==> src/rtl/id_ex_stage.sv <==
// ID/EX pipeline register with load-use interlock; optional stall counter (STALL_COUNT_EN).
// Latency: ID inputs appear on ID_EX_* one clock after capture; stall is combinational from ID inputs.
// Backpressure: stall holds PC and IF/ID while bubbles go to EX; flush overrides stall and squashes the captured instruction.
//
// Ports: clk/rst_n (async active-low), flush, ID_* decoded instruction in,
//        ID_EX_* registered copies out, stall out, stall_count out (STALL_COUNT_EN only).
// Parameters: DATA_W operand width, ALUOP_W ALU opcode width,
//             LOAD_STALL_CYC bubbles per load-use hazard (1..7).
module id_ex_stage #(
    parameter int DATA_W         = 32,
    parameter int ALUOP_W        = 3,
    parameter int LOAD_STALL_CYC = 1
) (
    input  logic               clk,
    input  logic               rst_n,
    input  logic               flush,
    input  logic               ID_Valid,
    input  logic [4:0]         ID_Rs,
    input  logic [4:0]         ID_Rt,
    input  logic [4:0]         ID_Rd,
    input  logic               ID_UsesRt,
    input  logic               ID_RegWrite,
    input  logic               ID_MemRead,
    input  logic               ID_MemWrite,
    input  logic               ID_MemToReg,
    input  logic               ID_ALUSrc,
    input  logic               ID_RegDst,
    input  logic [ALUOP_W-1:0] ID_ALUOp,
    input  logic [DATA_W-1:0]  ID_ReadData1,
    input  logic [DATA_W-1:0]  ID_ReadData2,
    input  logic [DATA_W-1:0]  ID_Imm,
    output logic               ID_EX_Valid,
    output logic [4:0]         ID_EX_Rs,
    output logic [4:0]         ID_EX_Rt,
    output logic [4:0]         ID_EX_Rd,
    output logic               ID_EX_UsesRt,
    output logic               ID_EX_RegWrite,
    output logic               ID_EX_MemRead,
    output logic               ID_EX_MemWrite,
    output logic               ID_EX_MemToReg,
    output logic               ID_EX_ALUSrc,
    output logic               ID_EX_RegDst,
    output logic [ALUOP_W-1:0] ID_EX_ALUOp,
    output logic [DATA_W-1:0]  ID_EX_ReadData1,
    output logic [DATA_W-1:0]  ID_EX_ReadData2,
    output logic [DATA_W-1:0]  ID_EX_Imm,
`ifdef STALL_COUNT_EN
    output logic [31:0]        stall_count,
`endif
    output logic               stall
);

    typedef struct packed {
        logic               valid;
        logic [4:0]         rs;
        logic [4:0]         rt;
        logic [4:0]         rd;
        logic               uses_rt;
        logic               reg_write;
        logic               mem_read;
        logic               mem_write;
        logic               mem_to_reg;
        logic               alu_src;
        logic               reg_dst;
        logic [ALUOP_W-1:0] alu_op;
        logic [DATA_W-1:0]  read_data1;
        logic [DATA_W-1:0]  read_data2;
        logic [DATA_W-1:0]  imm;
    } idex_t;

    typedef enum logic {RUN, HOLD} state_t;

    // HOLD covers the bubbles after the first one, so it starts at LOAD_STALL_CYC-2.
    localparam logic [2:0] CNT_INIT = 3'((LOAD_STALL_CYC > 1) ? (LOAD_STALL_CYC - 2) : 0);

    idex_t  pipe_q, pipe_d, id_bundle;
    state_t state_q, state_d;
    logic [2:0] cnt_q, cnt_d;
    logic haz;

    assign id_bundle = {ID_Valid, ID_Rs, ID_Rt, ID_Rd, ID_UsesRt, ID_RegWrite,
                        ID_MemRead, ID_MemWrite, ID_MemToReg, ID_ALUSrc, ID_RegDst,
                        ID_ALUOp, ID_ReadData1, ID_ReadData2, ID_Imm};

    always_comb begin
        // Loaded value in EX is not yet available for forwarding to the ID instruction.
        haz = ID_Valid & pipe_q.valid & pipe_q.mem_read & (pipe_q.rt != 5'd0) &
              ((pipe_q.rt == ID_Rs) | (ID_UsesRt & (pipe_q.rt == ID_Rt)));
        // HOLD stalls regardless of haz; flush always releases the front end.
        stall   = ~flush & ((state_q == HOLD) | haz);
        state_d = state_q;
        cnt_d   = cnt_q;
        pipe_d  = ID_Valid ? id_bundle : '0;
        if (flush) begin
            pipe_d  = '0;
            state_d = RUN;
            cnt_d   = 3'd0;
        end else if (state_q == HOLD) begin
            pipe_d = '0;
            if (cnt_q == 3'd0) state_d = RUN;
            else               cnt_d   = cnt_q - 3'd1;
        end else if (haz) begin
            pipe_d = '0;
            cnt_d  = CNT_INIT;
            if (LOAD_STALL_CYC > 1) state_d = HOLD;
        end
    end

`ifdef STALL_COUNT_EN
    logic [31:0] stall_count_q, stall_count_d;

    always_comb begin
        stall_count_d = stall_count_q;
        if (stall && (stall_count_q != 32'hFFFF_FFFF)) stall_count_d = stall_count_q + 32'd1;
    end

    always_ff @(posedge clk or negedge rst_n) begin
        if (!rst_n) stall_count_q <= 32'd0;
        else        stall_count_q <= stall_count_d;
    end

    assign stall_count = stall_count_q;
`endif

    always_ff @(posedge clk or negedge rst_n) begin
        if (!rst_n) begin
            pipe_q  <= '0;
            state_q <= RUN;
            cnt_q   <= 3'd0;
        end else begin
            pipe_q  <= pipe_d;
            state_q <= state_d;
            cnt_q   <= cnt_d;
        end
    end

    assign ID_EX_Valid     = pipe_q.valid;
    assign ID_EX_Rs        = pipe_q.rs;
    assign ID_EX_Rt        = pipe_q.rt;
    assign ID_EX_Rd        = pipe_q.rd;
    assign ID_EX_UsesRt    = pipe_q.uses_rt;
    assign ID_EX_RegWrite  = pipe_q.reg_write;
    assign ID_EX_MemRead   = pipe_q.mem_read;
    assign ID_EX_MemWrite  = pipe_q.mem_write;
    assign ID_EX_MemToReg  = pipe_q.mem_to_reg;
    assign ID_EX_ALUSrc    = pipe_q.alu_src;
    assign ID_EX_RegDst    = pipe_q.reg_dst;
    assign ID_EX_ALUOp     = pipe_q.alu_op;
    assign ID_EX_ReadData1 = pipe_q.read_data1;
    assign ID_EX_ReadData2 = pipe_q.read_data2;
    assign ID_EX_Imm       = pipe_q.imm;

endmodule
==> config.mk <==
export PLATFORM = sky130hd
export DESIGN_NAME = id_ex_stage
export DESIGN_NICKNAME = d
export VERILOG_FILES = /design/src/rtl/id_ex_stage.sv
export SDC_FILE = /design/constraint.sdc
export NUM_CORES = 1
export LEC_CHECK = 0
export CAP_MARGIN = 40
export CORE_ASPECT_RATIO = 0.7
export CORE_MARGIN = 8
export CORE_UTILIZATION = 43
export DETAILED_ROUTE_END_ITERATION = 7
export PLACE_DENSITY = 0.91
export SYNTH_ARGS = -nofsm -noshare
export SYNTH_HDL_FRONTEND = slang
export SYNTH_SLANG_ARGS = --single-unit
==> constraint.sdc <==
create_clock -name clk -period 3.9 [get_ports clk]
set_clock_uncertainty 0.15 [all_clocks]
set_input_delay 0.78 -clock clk [delete_from_list [all_inputs] [get_ports clk]]
set_output_delay 0.78 -clock clk [all_outputs]
set_load 0.05 [all_outputs]
Word-level counts from Yosys, hierarchy flattened
Index checks and enable logic that the tools add are counted.
{ "op_classes": {"bitwise": 9, "magnitude_cmp": 0, "div": 0, "shift": 0, "eq_ne": 3, "n_mux": 11, "multipliers": 0, "addsub": 1, "reduce_logical": 4} }
{ "op_table": {"columns": ["op", "n"], "rows": [
  ["2-to-1 mux 122 bit", 4],
  ["2-to-1 mux 3 bit", 4],
  ["equality test 5 bit", 2],
  ["AND 1 bit", 6],
  ["nonzero test 5 bit", 1],
  ["zero test 3 bit", 1],
  ["2-to-1 mux 1 bit", 3],
  ["inequality test 3 bit (second input constant)", 1],
  ["nonzero test 3 bit", 1],
  ["subtractor 3 x 1 -> 3 bit (second input constant)", 1],
  ["OR 1 bit", 2],
  ["AND reduction 2 bit", 1],
  ["inverter 1 bit", 1]
]} }
{ "totals": {"mem_bits_rw": 0, "mem_count": 0, "romBits": 0, "in_bits": 125, "output_inout_bits": 123, "word_cells": 45, "latch_bits": 0, "register_bits": 126} }

Longest topological paths before layout
Gate-level depths: netlist (run 1).
{ "logic_depth": {"ltp_word": 7, "mapped_depth": 6, "ltp_nobuf": 6} }

Least setup slack after synthesis (run 1)
Ideal clock, no wire load.
{ "synth_path": {"kind": "input to output", "start": "in ID_Rs[3]", "end": "out stall", "n_path_buf": 1, "path_stages": 5, "t_required_ns": 2.970, "t_arrival_ns": 1.797, "path_slack_ns": 1.173, "cell_sequence": "xnor2_1 nand3_1 o22ai_2 buf_4 a31o_2"} }
{ "synth_via": {"elab_chain_len": 5} }
{ "synth_lines": {"columns": ["item", "line_no", "text"], "rows": [
  ["start: declaration", "18", "input logic [4:0] ID_Rs,"],
  ["equality test 5 bit", "88", "((pipe_q.rt == ID_Rs) | (ID_UsesRt & (pipe_q.rt == ID_Rt)));"],
  ["OR 1 bit", "88", null],
  ["AND 1 bit", "87", "haz = ID_Valid & pipe_q.valid & pipe_q.mem_read & (pipe_q.rt != 5'd0) &"],
  ["OR 1 bit", "90", "stall = ~flush & ((state_q == HOLD) | haz);"],
  ["AND 1 bit", "90", null],
  ["end: declaration", "50", "output logic stall"]
]} }
No other way between the ends.

Worst setup path after layout (run 1)
Same ends and word-level chain as after synthesis.

==> results of run 1 <==
power by group:
part	internal (mW)	leakage (nW)	total, mW	switching (mW)
sequential	1.36	1.70	1.38	0.0189
combinational	0.242	1.53	0.594	0.352
clock	1.17	0.308	1.75	0.581
total	2.77	3.54	3.72	0.952
cell type report:
| type | count | share of cell area |
|---|---|---|
| clock buffers | 19 | 0.05539 |
| clock inverters | 13 | 0.02570 |
| inverters | 4 | 0.001836 |
| multi-input cells | 283 | 0.1865 |
| flip-flops and latches | 126 | 0.3856 |
| well taps | 153 | 0.02341 |
| repair buffers | 256 | 0.3216 |
worst max path at each step:
stage	endpoint	cells past startpoint	slack (ns)	from
global route	stall	6	0.68	ID_Rs[3]
detailed placement	stall	6	0.74	ID_Rs[3]
floorplan	stall	5	1.17	ID_Rs[3]
global placement	stall	6	0.77	ID_Rs[0]
CTS	stall	6	0.72	ID_Rs[3]
finish	stall	6	0.72	ID_Rs[3]
cells by family (layout without fill, tap and decap cells):
family	count (synthesis)	count (layout)
mux	1	1
xor+xnor	10	10
buf+inv	57	292
fa+ha+maj	2	2
compound gates	132	132
flops	126	126
simple gates	138	138
layer usage:
| layer | up-vias | global-route usage | share of wire |
|---|---|---|---|
| met5 | - | 0 | 0 |
| met1 | 2188 | 0.2591 | 0.36 |
| met3 | 23 | 0.09283 | 0.11 |
| li1 | 2083 | - | - |
| met2 | 254 | 0.3601 | 0.51 |
| met4 | 0 | 0.07853 | 0.020 |
sequential cells by signal, indices dropped and copies added, names as in the netlist, 3 cells and up:
signal,flops
ID_EX_ReadData2,32
cnt_q,3
ID_EX_Imm,32
ID_EX_ReadData1,32
ID_EX_Rd,5
ID_EX_Rt,5
ID_EX_ALUOp,3
ID_EX_Rs,5
cells in the final DEF, fill, tap and decap left out, types with 2 or more instances in the layout:
cell type / Yosys / final
buf_16: 0 / 3
buf_4: 6 / 6
clkdlybuf4s50_1: 0 / 244
inv_6: 0 / 2
nand2_1: 4 / 4
clkbuf_8: 0 / 2
a21oi_1: 123 / 123
nor2_1: 4 / 3
clkbuf_16: 0 / 17
nand4_1: 2 / 2
ha_1: 2 / 2
dfrtp_1: 126 / 126
inv_1: 4 / 4
nand3_1: 124 / 124
clkinvlp_4: 0 / 5
buf_12: 0 / 3
xnor2_1: 10 / 10
bufinv_16: 0 / 5
worst reg2reg max path: cells and delay by family, from the launching register on:
kind                   cells  cell delay [ns]
AND/OR/NAND/NOR            1             0.19
buffers and inverters      1             0.46
AO/OA/AOI/OAI              2             0.47
XOR/XNOR                   1             0.22
flip-flops                 1             0.45
==> results.txt, run 1 <==
Synth Area in Simple Gates = 0.1397
Antenna diodes = 0
Final Setup Violations = 0
DIE AREA = 0.01517 mm^2
WL final = 16740 um
Most common cell in the synthesized netlist = dfrtp_1
GRT Util Overall = 0.2214
Leakage = 3.538 nW
Slew margin rel. = 0.5116
Placed Instances = 822
Critical Path RT = 2.97 ns
Fillers = 782
Core Util, Final = 0.7374
Antenna violations before repair = 0
Largest family of logic cells by synthesized area = compound AO/OA/AOI/OAI gates
Vias in the first global route = 4748
Syn avg cell area = 10.55 um^2
Number of synthesized flops with an enable pin = 0
Critical R2R Capture = ID_EX_Imm[31]$_DFF_PN0_
Routed Antenna Nets = 0
Final period utilization = 0.8160
TritonRoute pass-1 iters = 7
Instance area at placement = 0.007515 mm^2
Die width = 143.8 um
Final Cell Area = 0.008178 mm^2
Unrepaired setup endpoints after global routing = false
CP peak stage delay = 0.50 ns
Via Count = 4548
Synth Flop Type = dfrtp_1
Max IR drop VDD = 296.1 uV
Gpl congestion = 0.8358
F_max = 314.2 MHz
Worst skew pair latency = 0.40 ns
Worst path bufs/invs = 2
#FFs+latches synth = 126
Power density cells = 455.3 mW/mm^2
Initial Util = 0.4434
Hold Buf Count CTS = 0
Root buffer cell = clkbuf_16
Total gr overflow = 0
Via density = 5.326
Total power = 3.723 mW
CTS buffer count = 17
Largest net degree at the start of global routing = 126
NumNets Final = 815
H-tree levels = 4
Post-synthesis adder-cell area fraction = 0.005089
TritonCTS clock tree = built
First-pass GRT wire length = 26160 um
Post-synth top cells = 126 x dfrtp_1, 124 x nand3_1, 123 x a21oi_1
IO buf count = 247
Setup bufs post-CTS = 0
Setup crit start kind = input pin
Ys async rst share = 1.000
Final-report hold violation count = 0
Setup TNS Final = 0 ns
Hold Slack = 0.04377 ns
Max Root-Sink Buffers = 2
Die Y = 105.5 um
Sequential element share of the synthesized area = 0.6412
Clock Sinks = 126
Synth Instances = 466
Cell Count, Final, Fillers Out = 854
CP max stage cell = clkdlybuf4s50_1
Critical Path AT = 2.25 ns
Worst Hold Class = input pin to asynchronous set/reset pin
Post-CTS Resized = 0
Worst setup margin = 0.7178 ns
Yosys warns = 0
IO Pins = 248
Slew at the pin closest to its max-slew limit = 0.7326 ns
Cell Chain, Critical Path = clkdlybuf4s50_1, xnor2_1, nand3_1, o22ai_4, a31o_2, buf_12
Slew Viols, Final = 0
Kind of critical path = input pin to primary output
Area added between synthesis and finish = 66.31%
RR Startpoint = ID_EX_Rt[3]$_DFF_PN0_
Share of layout cells above drive strength 1 = 0.06990
Total area of sequential cells = 0.003153 mm^2
Clock-pin transition on the worst setup and hold timing paths = 0.06 ns
Core ar. = 0.01109 mm^2
Area leader, netlist = dfrtp_1
Worst reg2reg path depth = 5
FP Rows = 32
Dpl ws = 0.7388 ns
Post-route minimum period = 3.182 ns
CP delay by family, top = buffers and inverters
Distinct cells, synth = 26
XOR/XNOR Fraction of Synth Area = 0.01781
Area occupied by multi-input gates = 0.001525 mm^2
Maximum fanout along the worst path = 2
Outcome = complete, no violations
Complex-gate fraction of the synthesized area = 0.1407
Synth area leaders = dfrtp_1 64%, nand3_1 13%, a21oi_1 13%
DRC = 0
Mux contribution to synthesized area = 0.002290
Wire length per cell = 19.60 um
Drt initial violations = 317
Syn nets = 593
R2R Setup Slk = 1.80 ns
Post-synth top area share = 0.6412
Synth Cell Area = 0.004917 mm^2
Detail Placement HPWL = 11700 um
Kind of end point of the critical path = primary output
Max Cap Violations = 0
No activity file was read; power rests on OpenSTA's default activity.
==> run 2: changes to the inputs <==
CORE_UTILIZATION = 40   (was 43)
PLACE_DENSITY = 0.86   (was 0.91)
clock period = 3 ns   (was 3.9 ns; I/O delays follow)
==> run 2 against run 1 <==
Net effect: sequential share of layout area about the same; power increased by 29%; first-iteration DRC count down 6.3%; combinational power increased by 30%; sequential cell count is the same; hold slack better by 0.40 ns; final cell count is 1.1% higher; die area increased by 6.5%; largest power group unchanged; largest cell class unchanged; utilization fell by 6.8 points; clock-buffer cell count unchanged.
==> results.txt, run 2 (synthesis gave the netlist of run 1 again) <==
WL final = 16510 um (was 16740 um)
DIE AREA = 0.01615 mm^2 (was 0.01517 mm^2)
Max IR drop VDD = 406.0 uV (was 296.1 uV)
RR Startpoint = ID_EX_Rt[0]$_DFF_PN0_ (was ID_EX_Rt[3]$_DFF_PN0_)
Placed Instances = 830 (was 822)
Total area of sequential cells = 0.003153 mm^2 (unchanged)
Power density cells = 589.3 mW/mm^2 (was 455.3 mW/mm^2)
First-pass GRT wire length = 25280 um (was 26160 um)
Kind of critical path = input pin to primary output (unchanged)
GRT Util Overall = 0.1984 (was 0.2214)
Drt initial violations = 297 (was 317)
Routed Antenna Nets = 0 (unchanged)
Critical R2R Capture = ID_EX_ReadData2[10]$_DFF_PN0_ (was ID_EX_Imm[31]$_DFF_PN0_)
Min-delay src = cnt_q[2]$_DFFE_PN0P_
IO buf count = 247 (unchanged)
Core ar. = 0.01221 mm^2 (was 0.01109 mm^2)
Outcome = complete, no violations (unchanged)
Vias in the first global route = 4665 (was 4748)
H-tree levels = 4 (unchanged)
Critical Path RT = 2.25 ns (was 2.97 ns)
Detail Placement HPWL = 11330 um (was 11700 um)
Clock Sinks = 126 (unchanged)
Via density = 5.264 (was 5.326)
Root buffer cell = clkbuf_16 (unchanged)
FP Rows = 34 (was 32)
Wire length per cell = 19.13 um (was 19.60 um)
TritonCTS clock tree = built (unchanged)
Slew margin rel. = 0.5736 (was 0.5116)
F_max = 360.9 MHz
CTS buffer count = 17 (unchanged)
Initial Util = 0.4027 (was 0.4434)
Post-route minimum period = 2.771 ns
Maximum fanout along the worst path = 2 (unchanged)
Worst skew pair latency = 0.39 ns (was 0.40 ns)
Setup crit start kind = input pin (unchanged)
Most common cell after layout, fill and taps aside = clkdlybuf4s50_1 (unchanged)
Share of layout cells above drive strength 1 = 0.06705 (was 0.06990)
Setup TNS Final = 0 ns (unchanged)
Worst reg2reg path depth = 5 (unchanged)
Kind of end point of the critical path = primary output (unchanged)
Final-report hold violation count = 0 (unchanged)
Leakage = 3.531 nW (was 3.538 nW)
Final period utilization = 0.9237
Critical Path AT = 2.02 ns (was 2.25 ns)
Final Setup Violations = 0 (unchanged)
DRC = 0 (unchanged)
Hold path endpoint = cnt_q[2]$_DFFE_PN0P_
Worst hold stages = 2
Slew at the pin closest to its max-slew limit = 0.6396 ns (was 0.7326 ns)
Area occupied by multi-input gates = 0.001525 mm^2 (unchanged)
Slew Viols, Final = 0 (unchanged)
Via Count = 4543 (was 4548)
Worst Hold Class = register to register (was input pin to asynchronous set/reset pin)
Fillers = 898 (was 782)
Unrepaired setup endpoints after global routing = false (unchanged)
Largest net degree at the start of global routing = 126 (unchanged)
Antenna diodes = 0 (unchanged)
Area added between synthesis and finish = 66.13% (was 66.31%)
Total gr overflow = 0 (unchanged)
Leading cell types in the layout, fill and taps excluded = 244 x clkdlybuf4s50_1, 126 x dfrtp_1, 124 x nand3_1 (unchanged)
NumNets Final = 815 (unchanged)
Max Cap Violations = 0 (unchanged)
TritonRoute pass-1 iters = 5 (was 7)
Die Y = 108.8 um (was 105.5 um)
Cell Count, Final, Fillers Out = 863 (was 854)
Gpl congestion = 0.8458 (was 0.8358)
Die width = 148.5 um (was 143.8 um)
R2R Setup Slk = 0.92 ns (was 1.80 ns)
Antenna violations before repair = 0 (unchanged)
IO Pins = 248 (unchanged)
Clock-pin transition on the worst setup and hold timing paths = 0.05 ns (was 0.06 ns)
Max Root-Sink Buffers = 2 (unchanged)
-- run 2: routing by layer --
| layer | share of wire | track usage | vias to the layer above |
|---|---|---|---|
| met2 | 0.50 | 0.3321 | 239 |
| li1 | - | - | 2086 |
| met4 | 0.0077 | 0.06019 | 0 |
| met3 | 0.11 | 0.08748 | 10 |
| met1 | 0.37 | 0.2277 | 2208 |
| met5 | 0 | 0 | - |
-- run 2: final cells by class --
cell class | count | share of cell area
Timing Repair Buffer | 256 | 0.3204
Sequential cell | 126 | 0.3860
Multi-Input combinational cell | 283 | 0.1867
Clock buffer | 19 | 0.05422
Inverter | 4 | 0.001838
Clock inverter | 13 | 0.02604
Tap cell | 162 | 0.02481
-- run 2: metrics by stage --
stage / instance area (um^2) / worst slack, ns / power, mW / util / hold WS [ns]
after floorplan: 4917 / 0.5118 / 2.203 / - / 0.1544
after global placement: 7476 / 0.2872 / 2.569 / 0.6123 / 0.3939
after detailed placement: 7503 / 0.2396 / 2.591 / 0.6146 / 0.4051
after CTS: 8169 / 0.2256 / 4.872 / 0.6691 / 0.4467
after global routing: 8169 / 0.1773 / 4.991 / 0.6691 / 0.4743
final: 8169 / 0.2289 / 4.814 / 0.6691 / 0.4424
-- run 2: repair_timing --
action	in CTS	in global routing
setup buffers	0	0
endpoints found under the hold margin	27	0
gates resized for setup	0	0
hold buffers	1	0
-- run 2: how the worst max path moves through the flow --
stage                          start  endpoint  slack, ns  cells past startpoint
4_1_cts                     ID_Rt[2]     stall       0.23                      6
3_5_place_dp                ID_Rs[3]     stall       0.24                      6
3_3_place_gp                ID_Rt[0]     stall       0.29                      6
5_1_grt                     ID_Rs[0]     stall       0.18                      6
6_report                    ID_Rt[2]     stall       0.23                      6
2_1_floorplan  ID_EX_Rt[3]$_DFF_PN0_     stall       0.51                      5
-- run 2: worst max-delay path, stage by stage --
cell	delay, ns
clkdlybuf4s50_1	0.50
xnor2_1	0.14
nand4_1	0.17
o22ai_4	0.23
a31o_2	0.23
buf_12	0.14
-- run 2: report_power, final --
group / internal [mW] / total [mW] / switching, mW
clock network: 1.50 / 2.25 / 0.753
logic: 0.314 / 0.770 / 0.456
registers: 1.77 / 1.79 / 0.0244
total: 3.58 / 4.81 / 1.23
==> run 3: changes to the inputs <==
CELL_PAD_IN_SITES_DETAIL_PLACEMENT = 1   (was default)
CELL_PAD_IN_SITES_GLOBAL_PLACEMENT = 1   (was default)
CORE_UTILIZATION = 29   (was 40)
PLACE_DENSITY = 0.85   (was 0.86)
==> run 3 against run 2 <==
Net effect: utilization decreased by 17 points; wire length increased by 11%; critical path depth unchanged; maximum frequency decreased by 0.64%; combinational power increased by 1%; final cell count increased by 7.3%; non-clock buffer count unchanged; global-route usage decreased by 2.9 points; clock-buffer cell count unchanged; via count decreased by 1.0%; highest routed layer unchanged.
==> results.txt, run 3 (synthesis gave the netlist of run 1 again) <==
Die width = 171.6 um (was 148.5 um)
Worst skew pair latency = 0.40 ns (was 0.39 ns)
GRT Util Overall = 0.1690 (was 0.1984)
DRC = 0 (unchanged)
Via Count = 4496 (was 4543)
Cell Count, Final, Fillers Out = 926 (was 863)
Kind of end point of the critical path = primary output (unchanged)
Gpl congestion = 0.8097 (was 0.8458)
Outcome = complete, no violations (unchanged)
TritonRoute pass-1 iters = 5 (unchanged)
Power density cells = 571.2 mW/mm^2 (was 589.3 mW/mm^2)
Clock Sinks = 126 (unchanged)
Share of layout cells above drive strength 1 = 0.06990 (was 0.06705)
Hold Buf Count CTS = 0 (was 1)
First-pass GRT wire length = 28500 um (was 25280 um)
Kind of critical path = input pin to primary output (unchanged)
Largest net degree at the start of global routing = 126 (unchanged)
TritonCTS clock tree = built (unchanged)
Drt initial violations = 331 (was 297)
Critical Path AT = 2.04 ns (was 2.02 ns)
Slew at the pin closest to its max-slew limit = 0.5663 ns (was 0.6396 ns)
IO Pins = 248 (unchanged)
WL final = 18400 um (was 16510 um)
Setup crit start kind = input pin (unchanged)
CP delay by family, top = buffers and inverters (unchanged)
Worst path bufs/invs = 2 (unchanged)
CP peak stage delay = 0.51 ns (was 0.50 ns)
FP Rows = 39 (was 34)
Antenna diodes = 0 (unchanged)
F_max = 358.6 MHz (was 360.9 MHz)
Root buffer cell = clkbuf_16 (unchanged)
Slew Viols, Final = 0 (unchanged)
Final period utilization = 0.9296 (was 0.9237)
Wire length per cell = 19.87 um (was 19.13 um)
Detail Placement HPWL = 12940 um (was 11330 um)
Final Setup Violations = 0 (unchanged)
Final-report hold violation count = 0 (unchanged)
Most common cell after layout, fill and taps aside = clkdlybuf4s50_1 (unchanged)
Slew margin rel. = 0.6213 (was 0.5736)
Initial Util = 0.2990 (was 0.4027)
Cell Chain, Critical Path = clkdlybuf4s50_1, xnor2_1, nand4_1, o22ai_4, a31o_2, buf_12 (unchanged)
Total gr overflow = 0 (unchanged)
CTS buffer count = 17 (unchanged)
IO buf count = 247 (unchanged)
Setup bufs post-CTS = 0 (unchanged)
DIE AREA = 0.02144 mm^2 (was 0.01615 mm^2)
Worst Hold Class = input pin to asynchronous set/reset pin (was register to register)
NumNets Final = 815 (unchanged)
Vias in the first global route = 4896 (was 4665)
Leakage = 3.518 nW (was 3.531 nW)
Die Y = 124.9 um (was 108.8 um)
Antenna violations before repair = 0 (unchanged)
Post-route minimum period = 2.789 ns (was 2.771 ns)
Post-CTS Resized = 0 (unchanged)
Maximum fanout along the worst path = 2 (unchanged)
Critical Path RT = 2.25 ns (about the same)
CP max stage cell = clkdlybuf4s50_1 (unchanged)
Max Cap Violations = 0 (unchanged)
Max IR drop VDD = 318.3 uV (was 406.0 uV)
H-tree levels = 4 (unchanged)
Unrepaired setup endpoints after global routing = false (unchanged)
Placed Instances = 894 (was 830)
Hold Slack = 0.002846 ns (was 0.4424 ns)
Routed Antenna Nets = 0 (unchanged)
Core Util, Final = 0.4990 (was 0.6691)
Area added between synthesis and finish = 66.87% (was 66.13%)
Max Root-Sink Buffers = 2 (unchanged)
Clock-pin transition on the worst setup and hold timing paths = 0.06 ns (was 0.05 ns)
Leading cell types in the layout, fill and taps excluded = 244 x clkdlybuf4s50_1, 126 x dfrtp_1, 124 x nand3_1 (unchanged)
Core ar. = 0.01644 mm^2 (was 0.01221 mm^2)
Setup TNS Final = 0 ns (unchanged)
Via density = 4.855 (was 5.264)
## run 3: worst paths after layout
kind	startpoint	to	slack, ns	cells after the start
setup / recovery	ID_Rt[4]	stall	0.21	6
hold / removal	rst_n	ID_EX_ReadData2[12]$_DFF_PN0_	0.003	1
max in group asynchronous	rst_n	ID_EX_Imm[23]$_DFF_PN0_	1.96	2
setup reg to reg	ID_EX_Rt[4]$_DFF_PN0_	ID_EX_ReadData2[7]$_DFF_PN0_	0.88	5
min in group clk	cnt_q[0]$_DFFE_PN0P_	cnt_q[0]$_DFFE_PN0P_	0.43	2
hold reg to reg	cnt_q[0]$_DFFE_PN0P_	cnt_q[0]$_DFFE_PN0P_	0.43	2
## run 3: power by group
| group | total [mW] | internal [mW] | switching, mW |
|---|---|---|---|
| logic | 0.780 | 0.314 | 0.466 |
| registers | 1.79 | 1.77 | 0.0254 |
| clock network | 2.12 | 1.35 | 0.763 |
| total | 4.69 | 3.43 | 1.25 |
## run 3: cell type report
type	instances	area, um^2
repair buffers	256	2615
clock inverters	13	162.7
clock buffers	19	452.9
fillers	1760	8239
flip-flops and latches	126	3153
well taps	225	281.5
multi-input cells	283	1525
inverters	4	15.01
## run 3: through the flow
| step | cell area [um^2] | setup slack (ns) | total power, mW |
|---|---|---|---|
| detailed placement | 7590 | 0.2099 | 2.605 |
| global route | 8205 | 0.1452 | 4.878 |
| CTS | 8205 | 0.2005 | 4.748 |
| floorplan | 4917 | 0.5118 | 2.203 |
| global placement | 7562 | 0.2287 | 2.579 |
| finish | 8205 | 0.2111 | 4.687 |
## run 3: layer usage
layer	track usage	part of all wire	up-vias
li1	-	-	2078
met1	0.2083	0.43	2239
met2	0.2662	0.46	167
met3	0.08016	0.11	12
met4	0.03519	0.0060	0
met5	0	0	-
## run 3: worst reg2reg max path, stage by stage, from the launching register on
cell and delay [ns]:
dfrtp_1 0.45, xnor2_1 0.21, nand4_1 0.19, o22ai_4 0.23, buf_12 0.46, a21oi_1 0.27
